==> src/rtl/hazard_pkg.sv <==
// Shared types and constants for the hazard unit: pipeline stage entry and forward-select encoding.
package hazard_pkg;

  // Entry rd field is sized for the widest supported register address; narrower
  // addresses are zero-extended on entry and on compare.
  localparam int unsigned RdMaxW = 16;

  localparam int unsigned FWD_RF = 0;

  typedef struct packed {
    logic              valid;
    logic              wr;
    logic              load;
    logic [RdMaxW-1:0] rd;
  } stage_t;

endpackage

==> src/rtl/hazard_match.sv <==
// Per-operand dependency search over the tracked stages: youngest matching writer wins,
// and a too-young load raises a load-use stall request.
module hazard_match
  import hazard_pkg::*;
#(
  parameter int unsigned DEPTH      = 3,
  parameter int unsigned LOAD_STAGE = 2,
  parameter int unsigned REG_AW     = 5,
  parameter int unsigned SELW       = 2
) (
  input  stage_t [DEPTH:1]  ent,
  input  logic [REG_AW-1:0] src,
  input  logic              use_src,
  output logic              load_stall,
  output logic [SELW-1:0]   sel
);

  always_comb begin
    load_stall = 1'b0;
    sel        = SELW'(FWD_RF);
    // Walk oldest to youngest so the lowest matching stage overrides older ones.
    for (int k = int'(DEPTH); k >= 1; k--) begin
      if (use_src && ent[k].valid && ent[k].wr && (ent[k].rd != '0) &&
          (ent[k].rd == RdMaxW'(src))) begin
        sel        = SELW'(k);
        load_stall = ent[k].load && (k < int'(LOAD_STAGE));
      end
    end
  end

endmodule

==> src/rtl/hazard_unit.sv <==
// Load-use stall and operand forwarding control for an in-order pipeline.
// Optional statistics counters (stall_cnt, fwd_cnt) are built when HAZARD_STATS_EN is defined.
module hazard_unit
  import hazard_pkg::*;
#(
  parameter  int unsigned DEPTH      = 3,
  parameter  int unsigned LOAD_STAGE = 2,
  parameter  int unsigned REG_AW     = 5,
  localparam int unsigned SELW       = $clog2(DEPTH + 1)
) (
  input  logic              clk,
  input  logic              clr,
  input  logic              id_valid,
  input  logic [REG_AW-1:0] id_rs,
  input  logic [REG_AW-1:0] id_rt,
  input  logic              id_use_rs,
  input  logic              id_use_rt,
  input  logic [REG_AW-1:0] id_rd,
  input  logic              id_wr,
  input  logic              id_load,
  input  logic              redirect,
  output logic              stall,
  output logic              issue,
  output logic [SELW-1:0]   fwd_a,
  output logic [SELW-1:0]   fwd_b
`ifdef HAZARD_STATS_EN
  ,
  output logic [31:0]       stall_cnt,
  output logic [31:0]       fwd_cnt
`endif
);

  stage_t [DEPTH:1] ent_q, ent_d;

  logic            stall_a, stall_b;
  logic [SELW-1:0] sel_a, sel_b;

  hazard_match #(
    .DEPTH      (DEPTH),
    .LOAD_STAGE (LOAD_STAGE),
    .REG_AW     (REG_AW),
    .SELW       (SELW)
  ) u_match_rs (
    .ent        (ent_q),
    .src        (id_rs),
    .use_src    (id_use_rs),
    .load_stall (stall_a),
    .sel        (sel_a)
  );

  hazard_match #(
    .DEPTH      (DEPTH),
    .LOAD_STAGE (LOAD_STAGE),
    .REG_AW     (REG_AW),
    .SELW       (SELW)
  ) u_match_rt (
    .ent        (ent_q),
    .src        (id_rt),
    .use_src    (id_use_rt),
    .load_stall (stall_b),
    .sel        (sel_b)
  );

  // A redirect squashes ID, so a pending load-use hazard no longer matters.
  always_comb begin
    stall = id_valid & ~redirect & (stall_a | stall_b);
    issue = id_valid & ~stall & ~redirect;
    fwd_a = stall ? SELW'(FWD_RF) : sel_a;
    fwd_b = stall ? SELW'(FWD_RF) : sel_b;
  end

  always_comb begin
    ent_d    = ent_q;
    ent_d[1] = '0;
    if (issue) begin
      ent_d[1] = '{valid: 1'b1, wr: id_wr, load: id_load, rd: RdMaxW'(id_rd)};
    end
    for (int k = 2; k <= int'(DEPTH); k++) begin
      ent_d[k] = ent_q[k-1];
    end
  end

  always_ff @(posedge clk) begin
    if (clr) begin
      ent_q <= '0;
    end else begin
      ent_q <= ent_d;
    end
  end

`ifdef HAZARD_STATS_EN
  logic [31:0] stall_cnt_q, stall_cnt_d;
  logic [31:0] fwd_cnt_q, fwd_cnt_d;

  always_comb begin
    stall_cnt_d = stall_cnt_q;
    fwd_cnt_d   = fwd_cnt_q;
    if (stall && (stall_cnt_q != '1)) begin
      stall_cnt_d = stall_cnt_q + 32'd1;
    end
    if (((fwd_a != '0) || (fwd_b != '0)) && (fwd_cnt_q != '1)) begin
      fwd_cnt_d = fwd_cnt_q + 32'd1;
    end
  end

  always_ff @(posedge clk) begin
    if (clr) begin
      stall_cnt_q <= '0;
      fwd_cnt_q   <= '0;
    end else begin
      stall_cnt_q <= stall_cnt_d;
      fwd_cnt_q   <= fwd_cnt_d;
    end
  end

  assign stall_cnt = stall_cnt_q;
  assign fwd_cnt   = fwd_cnt_q;
`endif

endmodule

==> config.mk <==
export PLATFORM = sky130hd
export DESIGN_NAME = hazard_unit
export DESIGN_NICKNAME = d
export VERILOG_FILES = /design/src/rtl/hazard_pkg.sv /design/src/rtl/hazard_match.sv /design/src/rtl/hazard_unit.sv
export SDC_FILE = /design/constraint.sdc
export NUM_CORES = 1
export LEC_CHECK = 0
export ABC_AREA = 1
export BUFFER_PORTS_ARGS = -buffer_cell sky130_fd_sc_hd__buf_2
export CAP_MARGIN = 20
export CELL_PAD_IN_SITES_DETAIL_PLACEMENT = 0
export CELL_PAD_IN_SITES_GLOBAL_PLACEMENT = 1
export CORE_MARGIN = 2
export CORE_UTILIZATION = 33
export CTS_CLUSTER_SIZE = 14
export DETAILED_ROUTE_END_ITERATION = 10
export GPL_TIMING_DRIVEN = 0
export PLACE_DENSITY_LB_ADDON = 0.1
export SYNTH_ARGS = -nofsm -noshare
export SYNTH_HDL_FRONTEND = slang
export SYNTH_SLANG_ARGS = --single-unit
==> constraint.sdc <==
create_clock -name clk -period 1.2 [get_ports clk]
set_clock_uncertainty 0.15 [all_clocks]
set_input_delay 0 -clock clk [delete_from_list [all_inputs] [get_ports clk]]
set_output_delay 0 -clock clk [all_outputs]
set_load 0.05 [all_outputs]
==> results.md, run 1 <==
Finish:
- The ratio of cells with drive above 1 in the final layout is 0.324.
- The net total in the final layout is 268.
- The synthesis-to-finish area growth is 43.5%.
- The antenna diode count is 0.
- The share of the core filled with cells in the final layout is 0.498.

Setup path:
- The number of stages on the worst setup path is 9.
- The critical path start-end classification is flop to primary output.
- At the worst endpoint, the required time is 1.05 ns.
- Along the worst path, the maximum fanout reaches 4.
- The largest single stage delay on the critical path is 0.37 ns.
- The largest individual stage delay along the critical path comes from the cell sky130_fd_sc_hd__dfxtp_4.
- The most numerous cell type found on the critical path is sky130_fd_sc_hd__nor2_1.
- The total buffers and inverters traversed by the critical path is 3.
- The critical path launch point type is a flop.
- The cell family contributing the most delay on the critical path is simple AND/OR/NAND/NOR gates.
- The type of destination of the critical path is a primary output.
- The arrival time at the worst endpoint is 1.70 ns.
- The logic depth of the worst register-to-register path is 9.
- Walking the worst path, the cells encountered are nor2_1 > nand2_1 > buf_4 > o211ai_1 > nor2_1 > a21oi_2 > nand2_4 > clkinvlp_4 > buf_6.

Timing:
- In the post-route analysis, the smallest setup slack over all paths is -0.649 ns.
- In this run the tightest slew margin relative to its limit is 0.628.
- For this run, the top clock speed supported by timing is 541 MHz.
- In the finished design, the share of the clock period the worst path needs comes to 1.54.
- The tightest hold margin is -0.00743 ns.
- Setup violations remaining at the end of the flow were counted as 14.
- Setup repair after global routing could not meet its margin everywhere.
- The slew at the pin with the worst max-slew slack is 0.558 ns.
- The count of pins over their slew limit came to 0.
- Counting I/O delays and the setup requirement, the final critical path takes 1.85 ns.
- The number of hold-slack violations in the final timing report is 2.

Place:
- The global placer's final weighted congestion is 0.810.
- The setup slack after placement is -0.402 ns.
- The detailed placement HPWL is 2470 um.
- The count of buffers from port buffering is 27.

Status:
- The final reports fail on hold timing, setup timing.
- The run finished, with violations left.

Synth:
- The netlist area before placement is 1290 um^2.
- The biggest area contributor in the post-synthesis netlist is sky130_fd_sc_hd__dfxtp_1.
- The cell count after synthesis came out at 202.
- The share of the yosys chip area belonging to registers is 0.341.
- Yosys mapped the design onto 19 distinct sky130hd cell types.
- During synthesis, Yosys emitted a total of 0 warnings.
- Averaged over all synthesized cells, the footprint is 6.39 um^2.
- The number of nets handed over by synthesis was 225.
- Of the post-synthesis cell area, the dominant cell type holds 0.341.
- The number of synthesized register bits is 22.
- Yosys attributes the largest share of cell area to sky130_fd_sc_hd__dfxtp_1 (34%), sky130_fd_sc_hd__nor2_1 (15%), sky130_fd_sc_hd__nand2_1 (14%).

Drt:
- The number of detailed-route iterations in the first pass is 4.
- The routed length per instance is 10.5 um.
- The total wire length is 3080 um.
- For this run, design rule violations remaining after detail routing come to 0.
- The number of vias per cell after detailed routing is 4.34.
- The number of violations reported at the end of detailed-routing iteration 0 is 26.
- Across all layers, the routed design uses 1266 vias.
- Once detail routing completed, the nets flagged for antenna violations numbered 0.

Min path:
- The worst hold path was traced through 4 stages.
- The min-delay analysis places its worst path in the category primary input to flop.

Clock tree:
- The number of buffers created by CTS is 3.
- The longest clock path from root to sink contains 2 buffers.
- CTS saw 22 sinks.
- The root cell of the clock tree is sky130_fd_sc_hd__clkbuf_8.
- TritonCTS built the clock tree.
- CTS built an H-tree with a depth of 1.
- The clock slew seen by the registers of the worst setup and hold paths is 0.08 ns.
- For the worst-skew pair, the clock arrives at the later sink with an insertion delay of 0.27 ns.

Power and ir drop:
- The power per unit of standard cell area is 838 nW/um^2.
- For this design the static power due to leakage is 0.000838 uW.
- Power comes to 1550 uW.
- The worst-case IR drop observed on VDD is 578 uV.

Floorplan:
- For this configuration, the core starts out at a cell density of 0.347.
- The boundary pin count is 29.
- Measured along the x axis, the die boundary spans 66.5 um.
- The floorplan die area is 4420 um^2.
- The core area is 3720 um^2.
- Measured along the y axis, the die boundary spans 66.5 um.
- The number of rows created at floorplan is 22.

Global route:
- The pin count of the biggest net entering global routing is 13.
- The initial antenna violation count was 0.
- In the global route stage, overall resource usage came out at 0.158.
- The first global-routing pass estimated 5200 um of wire.
- Summed over all layers, the global routing overflow is 0.
- The number of global-route vias before repair is 1230.

Flow run:
- The tool flagged a number of max-cap violations equal to 0.
registers in the layout, summed over array words and instances (netlist names):
signal  cells
ent_d      15
ent_q       7
final cells by class:
type                       instances  area (um^2)
sequential                        22          459
multi-input combinational        141          821
clock buffer                       4         55.1
tap                               48         60.1
timing repair buffer              38          285
buffer                             2         8.76
inverter                          37          161
fill                             389         1870
metal layers:
metal	part of all wire	wire (um)	track usage
met2	0.47	1440	0.255
met4	0.023	70	0.0791
met3	0.039	120	0.0270
met1	0.47	1450	0.200
met5	0	0	0
power by group:
group | switching (uW) | leakage (uW) | total (uW) | internal [uW]
Combinational | 137 | 0.000626 | 257 | 120
Sequential | 14.5 | 0.000183 | 753 | 738
Clock | 248 | 0.0000288 | 541 | 293
Total | 399 | 0.000838 | 1550 | 1150
Yosys cell counts, drive strengths merged:
cell,instances
nor2,52
nand2,49
inv,37
dfxtp,22
xnor2,13
xor2,11
nand3,9
a21oi,2
clkbuf,2
o21ai,2
nand3b,1
nor3b,1
o211ai,1
cells by family after synthesis:
family	count (synthesis)	share of synthesized area
AND/OR/NAND/NOR	112	0.360
buffers and inverters	39	0.114
XOR/XNOR	24	0.163
flip-flops	22	0.341
AO/OA/AOI/OAI	5	0.0213
worst min-delay path: stages:
cell                      delay, ns
sky130_fd_sc_hd__buf_2         0.08
sky130_fd_sc_hd__nor2_1        0.09
sky130_fd_sc_hd__nand3_4       0.17
sky130_fd_sc_hd__inv_2         0.03
placed cells by master (no fill, tap or decap), types with 6 or more instances in the layout:
cell                             n
sky130_fd_sc_hd__nor2_1         44
sky130_fd_sc_hd__nor2_2          6
sky130_fd_sc_hd__nand3_1         7
sky130_fd_sc_hd__clkinvlp_4      6
sky130_fd_sc_hd__dfxtp_1        15
sky130_fd_sc_hd__buf_2          21
sky130_fd_sc_hd__xor2_1         11
sky130_fd_sc_hd__nand2_2         8
sky130_fd_sc_hd__nand2_1        36
sky130_fd_sc_hd__dlygate4sd3_1   9
sky130_fd_sc_hd__xnor2_1        10
sky130_fd_sc_hd__inv_1          27
repair_timing:
| item | in CTS | in global routing |
|---|---|---|
| pin swaps | 10 | 11 |
| buffers inserted | 2 | 0 |
| endpoints found under the setup margin | 14 | 14 |
| hold buffers | 9 | 0 |
| endpoints found under the hold margin | 12 | 0 |
| resized for setup | 23 | 24 |
stage by stage:
stage	TNS [ns]	area, um^2	cells	hold WS (ns)
2_1_floorplan	-1.84	1350	202	-0.0787
5_1_grt	-7.87	1850	292	0.0286
6_report	-6.61	1850	292	-0.00743
4_1_cts	-6.46	1770	292	-0.0116
3_5_place_dp	-4.79	1540	277	0.0625
3_3_place_gp	-4.79	1540	277	0.0555
path summary, 6_finish.rpt:
check	to	start	slack, ns
setup / recovery	fwd_a[1]	ent_d[20]	-0.65
hold / removal	ent_d[37]	redirect	-0.007
setup reg to reg	ent_d[21]	ent_d[20]	-0.37
hold reg to reg	ent_d[55]	ent_d[36]	0.28
Note: power is estimated with default switching activity, not from simulation.
==> run 2, diff against run 1 <==
--- a/config.mk
+++ b/config.mk
@@ -5,13 +5,12 @@
 export SDC_FILE = /design/constraint.sdc
 export NUM_CORES = 1
 export LEC_CHECK = 0
-export ABC_AREA = 1
 export BUFFER_PORTS_ARGS = -buffer_cell sky130_fd_sc_hd__buf_2
 export CAP_MARGIN = 20
 export CELL_PAD_IN_SITES_DETAIL_PLACEMENT = 0
 export CELL_PAD_IN_SITES_GLOBAL_PLACEMENT = 1
 export CORE_MARGIN = 2
-export CORE_UTILIZATION = 33
+export CORE_UTILIZATION = 35
 export CTS_CLUSTER_SIZE = 14
 export DETAILED_ROUTE_END_ITERATION = 10
 export GPL_TIMING_DRIVEN = 0
==> run 2 against run 1 <==
Compared with the run above:
- via count down 24%
- final cell count down 30%
- highest routed layer unchanged
- largest power group unchanged
- worst hold slack better by 0.083 ns
- synthesized cell count down 46%
- global-route usage up 1.1 points
- the run ends with setup timing left
- critical path type unchanged
- maximum frequency down 12%
- power down 9.5%
==> results.md, run 2 <==
Timing:
- The number of hold-slack violations in the final timing report is 0 (-2).
- The count of pins over their slew limit is 0 (unchanged).
- The total of endpoints with negative setup slack in the final report was 14 (unchanged).
- The worst setup margin is -0.909 ns (-0.260 ns).
- The slew at the pin with the worst max-slew slack is 1.02 ns (+0.457 ns).
- The sum of negative setup slack is -10.91 ns (-4.30 ns).
- The minimum clock period is 2.11 ns (+0.260 ns).
- Setup repair after global routing could not meet its margin everywhere.
- The upper clock frequency limit is 474 MHz (-12%).
- The tightest hold margin is 0.0758 ns (+0.0833 ns).
- The worst slew margin relative to its limit came to 0.323 (-0.305).
- The final worst-path cycle share is 1.76 (+0.217).

Global route:
- The number of global-route vias before repair came to 952 (-23%).
- The global-route wire length before repair is 4500 um (-14%).
- The pin count of the biggest net entering global routing is 13 (unchanged).
- The aggregate global routing overflow is 0 (unchanged).
- The all-layer global routing usage is 0.168 (+0.0108).
- The initial antenna violation count is 0 (unchanged).

Synth:
- The number of synthesized flops with an enable pin is 0 (unchanged).
- The netlist area before placement was 1150 um^2 (-11%).
- The compound-cell area share of the yosys netlist is 0.0640 (+0.0427).
- The largest area contributor in the synthesized netlist is sky130_fd_sc_hd__dfxtp_1.
- The area share of xor/xnor cells in the synthesized design is 0.228 (+0.0648).
- The share of the yosys chip area belonging to registers came to 0.382 (+0.0404).
- The synthesized area per cell came to 10.5 um^2 (+64%).
- The share of the synthesized area in the top cell type came to 0.382 (+0.0404).
- The largest family of logic cells by synthesized area is simple AND/OR/NAND/NOR gates.
- The count of different cell masters after synthesis was 22 (+3).
- After synthesis, the cell types taking the most area are sky130_fd_sc_hd__dfxtp_1 (38%), sky130_fd_sc_hd__xor2_1 (12%), sky130_fd_sc_hd__xnor2_1 (11%).
- The commonest register cell after synthesis is sky130_fd_sc_hd__dfxtp_1.
- The share of synthesized flip-flops with an asynchronous set or reset was 0 (unchanged).
- The share of synthesized cell area in and, or, nand and nor gates is 0.317 (-0.0431).
- The number of synthesized register bits is 22 (unchanged).
- The number of standard cells after synthesis is 110 (-46%).
- The area share of fa/ha/maj cells after synthesis is 0 (unchanged).
- The number of warning messages in the yosys log is 0 (unchanged).
- The post-synthesis net count is 133 (-41%).
- The commonest cells after synthesis are sky130_fd_sc_hd__dfxtp_1 (22), sky130_fd_sc_hd__xor2_1 (16), sky130_fd_sc_hd__nor2b_1 (14), sky130_fd_sc_hd__xnor2_1 (14).
- The multiplexer share of the synthesized area is 0 (unchanged).
- Yosys instantiated no cell more often than sky130_fd_sc_hd__dfxtp_1.

Drt:
- The number of nets still failing antenna checks after routing is 0 (unchanged).
- The number of detailed-route iterations in the first pass is 2 (-2).
- The number of violations reported at the end of detailed-routing iteration 0 was 28 (+7.7%).
- The number of vias per cell after detailed routing is 4.70 (+8.3%).
- The routed length per instance is 14.4 um (+36%).
- The total wire length is 2930 um (-4.7%).
- The number of remaining DRC errors is 0 (unchanged).
- The number of vias after detailed routing is 958 (-24%).

Setup path:
- The critical path start-end classification is flop to primary output.
- The largest fanout on the critical path came to 4 (unchanged).
- The critical path required time is 1.05 ns (about the same).
- The type of destination of the critical path is a primary output.
- STA classifies the critical path startpoint as a flop.
- The arrival time at the worst endpoint was 1.96 ns (+0.26 ns).

Floorplan:
- The initial cell density of the core came to 0.372 (+0.0246).
- The vertical die dimension was 61.4 um (-7.7%).
- The core area is 3100 um^2 (-16%).
- The floorplan die area was 3770 um^2 (-15%).
- The number of rows created at floorplan was 20 (-9.1%).
- The horizontal extent of the die came to 61.4 um (-7.7%).
- The boundary pin count was 29 (unchanged).

Status:
- The flow ran to the end, but the final reports show violations.
- The final reports fail on setup timing.

Min path:
- The worst hold path belongs to the class primary input to flop.

Finish:
- The share of the core filled with cells in the final layout was 0.592 (+0.0944).
- The number of standard cells in the layout, taps in and fillers out was 204 (-30%).
- The storage element area is 463 um^2 (+0.82%).
- The ratio of cells with drive above 1 in the final layout came to 0.475 (+0.151).
- The multi-input logic area is 923 um^2 (+13%).
- The synthesis-to-finish area growth is 59.3%.
- The number of flip-flops in the largest register was 15 (unchanged).
- In the layout the commonest cells are sky130_fd_sc_hd__buf_2 (22), sky130_fd_sc_hd__dfxtp_1 (16), sky130_fd_sc_hd__nor2b_1 (14).
- The net total in the final layout came to 184 (-31%).
- Leaving out fill and tap cells, the most frequent cell in the layout is sky130_fd_sc_hd__buf_2.
- The number of inserted filler cells in the final layout is 277 (-29%).
- The antenna diode count was 0 (unchanged).

Place:
- The cell total after placement is 182 (-34%).
- The detailed placement HPWL is 2130 um (-14%).
- The setup slack after placement was -0.799 ns (-0.397 ns).
- The global placer's final weighted congestion is 0.800 (-1.1%).
- The count of buffers from port buffering is 28 (+3.7%).

Clock tree:
- The number of sinks handled by clock tree synthesis is 22 (unchanged).
- The H-tree depth is 1 (unchanged).
- The largest buffer count on any clock path is 2 (unchanged).
- The clock slew seen by the registers of the worst setup and hold paths is 0.12 ns (+0.04 ns).
- The cell sitting at the root of the clock tree is a sky130_fd_sc_hd__clkbuf_4.
- The number of buffers created by CTS came to 3 (unchanged).
- The worst-skew pair later-pin latency came to 0.29 ns (+0.02 ns).
- TritonCTS built the clock tree.

Flow run:
- The max-cap violation count is 0 (unchanged).

Power and ir drop:
- The largest vdd supply drop was 571 uV (-1.3%).
- The reported leakage power is 0.000713 uW (-15%).
- The power per unit of standard cell area is 764 nW/um^2 (-8.9%).
[run 2: cell types whose count changed after synthesis, sizes merged, moves of 3 or more]
cell,before,now
nor4,0,4
nand4,0,8
inv,37,0
nor2,52,2
xor2,11,16
nand2,49,2
nor3,0,3
nand3,9,0
nor2b,0,14
nand2b,0,3
nor4b,0,7
[run 2: cell families (layout without fill, tap and decap cells)]
| group | Yosys count | after routing |
|---|---|---|
| xor+xnor | 30 | 30 |
| buf+inv | 3 | 53 |
| flops | 22 | 22 |
| compound gates | 8 | 8 |
| simple gates | 47 | 47 |
[run 2: path summary, 6_finish.rpt]
path / from / slack (ns) / to / cells past startpoint
max reg2reg: ent_d[19] / -0.73 / ent_d[21] / 6
min: clr / 0.08 / ent_q[40] / 3
min reg2reg: ent_d[36] / 0.33 / ent_d[55] / 1
max: ent_d[38] / -0.91 / fwd_a[0] / 6
[run 2: final cells by class]
type / count / share of cell area
clock buffers: 4 / 0.0197
flip-flops and latches: 22 / 0.252
repair buffers: 46 / 0.190
well taps: 44 / 0.0300
plain buffers: 3 / 0.00613
multi-input cells: 85 / 0.502
[run 2: repair_timing]
action / in CTS / in global routing
endpoints found under the setup margin: 14 / 14
gates resized for setup: 32 / 14
cloned: 0 / 0
pin swaps: 8 / 10
endpoints found under the hold margin: 9 / 0
setup buffers: 7 / 3
hold buffers: 8 / 0
[run 2: report_power, final]
group	internal [uW]	total (uW)	switching [uW]	leakage, uW
Clock	185	391	206	0.0000210
Sequential	734	749	14.9	0.000183
Combinational	132	263	131	0.000509
[run 2: stage by stage]
stage | total power [uW] | area (um^2)
3_3_place_gp | 963 | 1420
2_1_floorplan | 884 | 1230
6_report | 1400 | 1840
5_1_grt | 1480 | 1840
3_5_place_dp | 967 | 1420
4_1_cts | 1400 | 1730
[run 2: routing by layer]
layer  vias up  wire length (um)  GRT usage
met5         -                 0          0
met1       449              1390      0.214
li1        487                 -          -
met3         2                85     0.0378
met2        20              1440      0.284
met4         0                24     0.0547
[run 2: critical path, stage by stage, from the launching register on]
cell and delay, ns:
sky130_fd_sc_hd__dfxtp_4 0.38, sky130_fd_sc_hd__or3_4 0.39, sky130_fd_sc_hd__o311a_4 0.37, sky130_fd_sc_hd__nand4_1 0.12
sky130_fd_sc_hd__nand2_2 0.10, sky130_fd_sc_hd__a21oi_4 0.15, sky130_fd_sc_hd__buf_6 0.17
